===== src/rtl/matrix_scan_sequencer_pkg.sv =====
// Shared types and constants for the matrix scan sequencer.
package matrix_scan_sequencer_pkg;

  localparam int IDX_W         = 3;
  localparam int CNT_W         = 8;

  localparam int NCOL_DEF      = 5;
  localparam int NROW_DEF      = 7;
  localparam int BLANK_CYC_DEF = 1;
  localparam int DWELL_CYC_DEF = 4;

  typedef enum logic [1:0] {
    ST_IDLE  = 2'd0,
    ST_BLANK = 2'd1,
    ST_DWELL = 2'd2
  } state_e;

endpackage


===== src/rtl/scan_dwell_timer.sv =====
// Phase cycle counter: cleared by load, otherwise counts up; tc flags the
// last cycle of the current phase.
module scan_dwell_timer
  import matrix_scan_sequencer_pkg::*;
(
  input  logic             clk,
  input  logic             rst,
  input  logic             load,
  input  logic [CNT_W-1:0] tc_val,
  output logic             tc
);

  logic [CNT_W-1:0] cnt_q, cnt_d;

  // clear on load, otherwise advance one per cycle
  always_comb begin
    cnt_d = load ? '0 : cnt_q + CNT_W'(1);
  end

  // counter register
  always_ff @(posedge clk) begin
    if (rst) cnt_q <= '0;
    else     cnt_q <= cnt_d;
  end

  assign tc = (cnt_q == tc_val);

endmodule


===== src/rtl/matrix_scan_sequencer.sv =====
// Column-first matrix scanner with a blanking phase ahead of each dwell.
//
// state    | meaning
// ---------+------------------------------------------------------------
// ST_IDLE  | parked; position held, outputs blanked
// ST_BLANK | blanking window, BLANK_CYC cycles; position just changed
// ST_DWELL | position displayed for DWELL_CYC cycles, then advance
module matrix_scan_sequencer
  import matrix_scan_sequencer_pkg::*;
#(
  parameter int NCOL      = NCOL_DEF,
  parameter int NROW      = NROW_DEF,
  parameter int BLANK_CYC = BLANK_CYC_DEF,
  parameter int DWELL_CYC = DWELL_CYC_DEF
) (
  input  logic             clk,
  input  logic             rst,
  input  logic             en,
  input  logic             restart,
  output logic [IDX_W-1:0] mdc,
  output logic [IDX_W-1:0] mdl,
  output logic             blank,
  output logic             busy,
  output logic             frame_done
);

  state_e           state_q, state_d;
  logic [IDX_W-1:0] mdc_q, mdc_d;
  logic [IDX_W-1:0] mdl_q, mdl_d;
  logic             frame_done_q, frame_done_d;
  logic             tmr_load;
  logic             tmr_tc;
  logic [CNT_W-1:0] tmr_tc_val;

  // terminal count depends on which phase is running
  always_comb begin
    tmr_tc_val = (state_q == ST_DWELL) ? CNT_W'(DWELL_CYC - 1) : CNT_W'(BLANK_CYC - 1);
  end

  scan_dwell_timer u_timer (
    .clk    (clk),
    .rst    (rst),
    .load   (tmr_load),
    .tc_val (tmr_tc_val),
    .tc     (tmr_tc)
  );

  // next state, position advance and frame pulse; restart overrides last
  always_comb begin
    state_d      = state_q;
    mdc_d        = mdc_q;
    mdl_d        = mdl_q;
    frame_done_d = 1'b0;
    tmr_load     = 1'b0;
    case (state_q)
      ST_IDLE: begin
        tmr_load = 1'b1;
        if (en) state_d = ST_BLANK;
      end
      ST_BLANK: begin
        if (!en) begin
          state_d  = ST_IDLE;
          tmr_load = 1'b1;
        end else if (tmr_tc) begin
          state_d  = ST_DWELL;
          tmr_load = 1'b1;
        end
      end
      ST_DWELL: begin
        if (!en) begin
          state_d  = ST_IDLE;
          tmr_load = 1'b1;
        end else if (tmr_tc) begin
          state_d  = ST_BLANK;
          tmr_load = 1'b1;
          if (mdc_q == IDX_W'(NCOL - 1)) begin
            mdc_d = '0;
            if (mdl_q == IDX_W'(NROW - 1)) begin
              mdl_d        = '0;
              frame_done_d = 1'b1;
            end else begin
              mdl_d = mdl_q + IDX_W'(1);
            end
          end else begin
            mdc_d = mdc_q + IDX_W'(1);
          end
        end
      end
      default: begin
        state_d  = ST_IDLE;
        tmr_load = 1'b1;
      end
    endcase
    if (restart) begin
      mdc_d        = '0;
      mdl_d        = '0;
      frame_done_d = 1'b0;
      tmr_load     = 1'b1;
      state_d      = en ? ST_BLANK : ST_IDLE;
    end
  end

  // state and position registers
  always_ff @(posedge clk) begin
    if (rst) begin
      state_q      <= ST_IDLE;
      mdc_q        <= '0;
      mdl_q        <= '0;
      frame_done_q <= 1'b0;
    end else begin
      state_q      <= state_d;
      mdc_q        <= mdc_d;
      mdl_q        <= mdl_d;
      frame_done_q <= frame_done_d;
    end
  end

  assign mdc        = mdc_q;
  assign mdl        = mdl_q;
  assign blank      = (state_q != ST_DWELL);
  assign busy       = (state_q != ST_IDLE);
  assign frame_done = frame_done_q;

endmodule


===== config.mk =====
export PLATFORM = sky130hd
export DESIGN_NAME = matrix_scan_sequencer
export DESIGN_NICKNAME = d
export VERILOG_FILES = /design/src/rtl/matrix_scan_sequencer_pkg.sv /design/src/rtl/scan_dwell_timer.sv /design/src/rtl/matrix_scan_sequencer.sv
export SDC_FILE = /design/constraint.sdc
export NUM_CORES = 1
export LEC_CHECK = 0
export CORE_MARGIN = 4
export CORE_UTILIZATION = 45
export CTS_CLUSTER_SIZE = 24
export DETAILED_ROUTE_END_ITERATION = 6
export HOLD_SLACK_MARGIN = 0.15
export PLACE_DENSITY_LB_ADDON = 0.25
export REMOVE_ABC_BUFFERS = 1
export SLEW_MARGIN = 15
export SYNTH_ARGS = -nofsm -noshare
export SYNTH_HDL_FRONTEND = slang
export SYNTH_SLANG_ARGS = --single-unit

===== constraint.sdc =====
create_clock -name clk -period 3.86 [get_ports clk]
set_input_delay 0.772 -clock clk [delete_from_list [all_inputs] [get_ports clk]]
set_output_delay 0.772 -clock clk [all_outputs]
set_load 0.01 [all_outputs]

==> flow_summary_export.csv <==
group,metric,value,unit
die,rows,16,
drt,via_count,750,
pwr,powerDensity,272.6,nW/um2
logic_synthesis,synth_ff_type,"dfxtp_1",
place,dp_hpwl,1270,um
clock_tree,clkSinkCount,17,
logic_synthesis,ys.warnings.count,0,
clock_tree,cts_resized,0,
grt,grt_pass1_wl,2794,um
die,die_h,53.02,um
sta,finalSetupTns,0,ps
place,gp_congestion,0.7906,
grt,grt_max_degree,10,
run,drv_cap,0,
critical_path,cp-start-kind,"flop",
logic_synthesis,yosys-top-cells-area,"dfxtp_1 37%, ha_1 9.6%, nor2_1 6.6%",
sta,tightest_slew,400.4,ps
pwr,ir_drop,0.1994,mV
logic_synthesis,synth_seq_cells,17,
grt,met2_usage,22.31,%
drt,initialDrtViolationCount,7,
clock_tree,clockBufferDepth,2,
logic_synthesis,synthArstFlopShare,0,%
sta,slew_violations,0,
drt,final_antenna_net_count,0,
sta,period_share,63.12,%
grt,grt_use_met3,2.817,%
critical_path,critPathMostFrequentCell,"inv_1",
drt,wl,1702,um
drt,drt_pre_antenna_iters,4,
sta,period_minus_slack,2436,ps
place,portBuffers,12,
sta,clock_skew,4.465,ps
critical_path,arrival,1660,ps
place,pre_cts_slack,1492,ps
logic_synthesis,synth_enable_flop_cells,0,
clock_tree,cts_tree,"built",
pwr,cellLeakagePower,0.3972,nW
layout,num-fill-cells,178,
critical_path,max_stage_delay,540,ps
critical_path,crit_chain,"inv_1 > ha_1 > inv_1 > clkdlybuf4s50_1",
clock_tree,htreeDepth,1,
logic_synthesis,synth_largest_area_cell,"dfxtp_1",
grt,grt_busiest_layer,"met2",
logic_synthesis,yosys.area.top_type_share,37.31,%
logic_synthesis,synthCells,102,
logic_synthesis,syn_area,912.1,um2
pwr,power,0.0002964,W
clock_tree,worstSkewPairLatency,290,ps
clock_tree,cts.clk_slew.worst_paths,100,ps
critical_path,crit_type,"flop to primary output",
critical_path,cp_top_family,"buffers and inverters",
grt,antenna_found_initial,0,
drt,drc,0,
die,start_util,46.97,%
sta,max_freq,410.5,MHz
grt,grt_use_met1,16.27,%
grt,grt_remaining_overflow,0,
critical_path,path_buf_inv,3,
grt,grt_usage,13.59,%
clock_tree,cts-buffers-inserted,3,
critical_path,required,3090,ps
die,ios,13,
sta,fin_ws,1424,ps
run_status,outcome,"completed",
grt,grt_pass1_vias,686,
sta,relSlewSlack,73.21,%
clock_tree,hold_buffers,0,
clock_tree,cts_setup_buffers,0,
critical_path,cp-end-kind,"primary output",
hold_path,worstHoldPathType,"flop to flop",
sta,setup_viol,0,
sta,rsz0062_at_grt,"no",
clock_tree,root_buffer,"clkbuf_4",
die,dieArea,2811,um2
sta,hold_viol_final,0,
layout,diodes,0,
logic_synthesis,avgSynthCellArea,8.942,um2
layout,finalNonFillerCells,144,
critical_path,critPathSlowestCell,"clkdlybuf4s50_1",
logic_synthesis,ys_types,33,
critical_path,crit_fanout,4,
layout,drive_gt1_share,7.692,%
die,core,1942,um2
place,placedCellCount,140,
logic_synthesis,yosysSeqAreaShare,37.31,%
layout,final_nets,129,
drt,post_drt_wl_per_cell,11.82,um
die,die_x,53.02,um
layout,area_delta_synth_final,19.20,%
drt,via_per_inst,5.208,
## path summary, 6_finish.rpt
| check | slack [ps] | start | cells past startpoint | to |
|---|---|---|---|---|
| setup / recovery | 1420 | state_q[0] | 4 | busy |
| hold / removal | 530 | mdl[2] | 2 | frame_done |
| setup reg to reg | 2000 | state_q[0] | 6 | u_timer.cnt_q[3] |
| hold reg to reg | 530 | mdl[2] | 2 | frame_done |
## registers in the layout, indices dropped and copies added, names as in the netlist
register / cells
mdl: 3
mdc: 3
u_timer.cnt_q: 8
frame_done: 1
state_q: 2
## cells in the final DEF (no fill, tap or decap), types with 2 or more instances in the layout
master / netlist / final
nand3_1: 7 / 7
nor2_1: 16 / 16
nand2b_1: 2 / 2
dfxtp_1: 17 / 17
a21oi_1: 2 / 2
inv_1: 8 / 8
and3_1: 2 / 2
nor3_1: 2 / 2
o21ai_0: 5 / 5
nand2_1: 4 / 4
o211ai_1: 2 / 2
mux2i_1: 3 / 3
ha_1: 7 / 7
o31ai_1: 2 / 2
xor2_1: 5 / 5
clkbuf_4: 0 / 3
clkdlybuf4s50_1: 0 / 12
## final cells by class
cell class                      count  area, um2  share of cell area [%]
Multi-Input combinational cell     76      536.8                   49.37
Sequential cell                    17      340.3                   31.30
Timing Repair Buffer               12      120.1                   11.05
Tap cell                           27      33.78                   3.107
Inverter                            8      30.03                   2.762
Clock buffer                        4      26.28                   2.417
## worst register-to-register path: stages, from the launching register on
cell and delay, ps:
dfxtp_1 400, inv_1 100, ha_1 270, and3_1 180
o211ai_2 260, nand4_1 370, nor2_1 220
## routing by layer
metal / wire length (um) / share of wire, %
met1: 845 / 50
met2: 768 / 45
met3: 54 / 3.2
met4: 34 / 2.0
met5: 0 / 0
## kinds of logic after synthesis
family / count (synthesis) / synth area share, %
xor gates and xnor gates: 6 / 5.761
buffers and inverters: 9 / 3.840
DFF: 17 / 37.31
AOI/OAI and AO/OA: 18 / 13.99
adders and majority gates: 7 / 9.602
muxes: 3 / 3.292
and+or+nand+nor: 42 / 26.20
## report_power, final
part / switching, W / internal [W] / total [W] / leakage (nW)
combinational: 0.0000119 / 0.0000106 / 0.0000225 / 0.245
clock: 0.0000558 / 0.0000403 / 0.0000960 / 0.0150
sequential: 0.00000133 / 0.000176 / 0.000178 / 0.137
total: 0.0000690 / 0.000227 / 0.000296 / 0.397
## cells in the mapped netlist (2+ instances only)
master / count
o211ai_1: 2
o31ai_1: 2
nand2_1: 4
xor2_1: 5
inv_1: 8
o21ai_0: 5
nor3_1: 2
nor2_1: 16
a21oi_1: 2
mux2i_1: 3
nand2b_1: 2
and3_1: 2
ha_1: 7
dfxtp_1: 17
nand3_1: 7
## per-stage QoR
stage / hold slack [ps] / cell area (um2) / utilization (%)
after floorplan: 463.8 / 907.1 / -
after global placement: 498.7 / 1061 / 54.64
after detailed placement: 499.4 / 1061 / 54.64
after CTS: 525.4 / 1087 / 55.99
after global routing: 541.4 / 1087 / 55.99
final: 525.6 / 1087 / 55.99
Note: power is estimated with default switching activity, not from simulation.
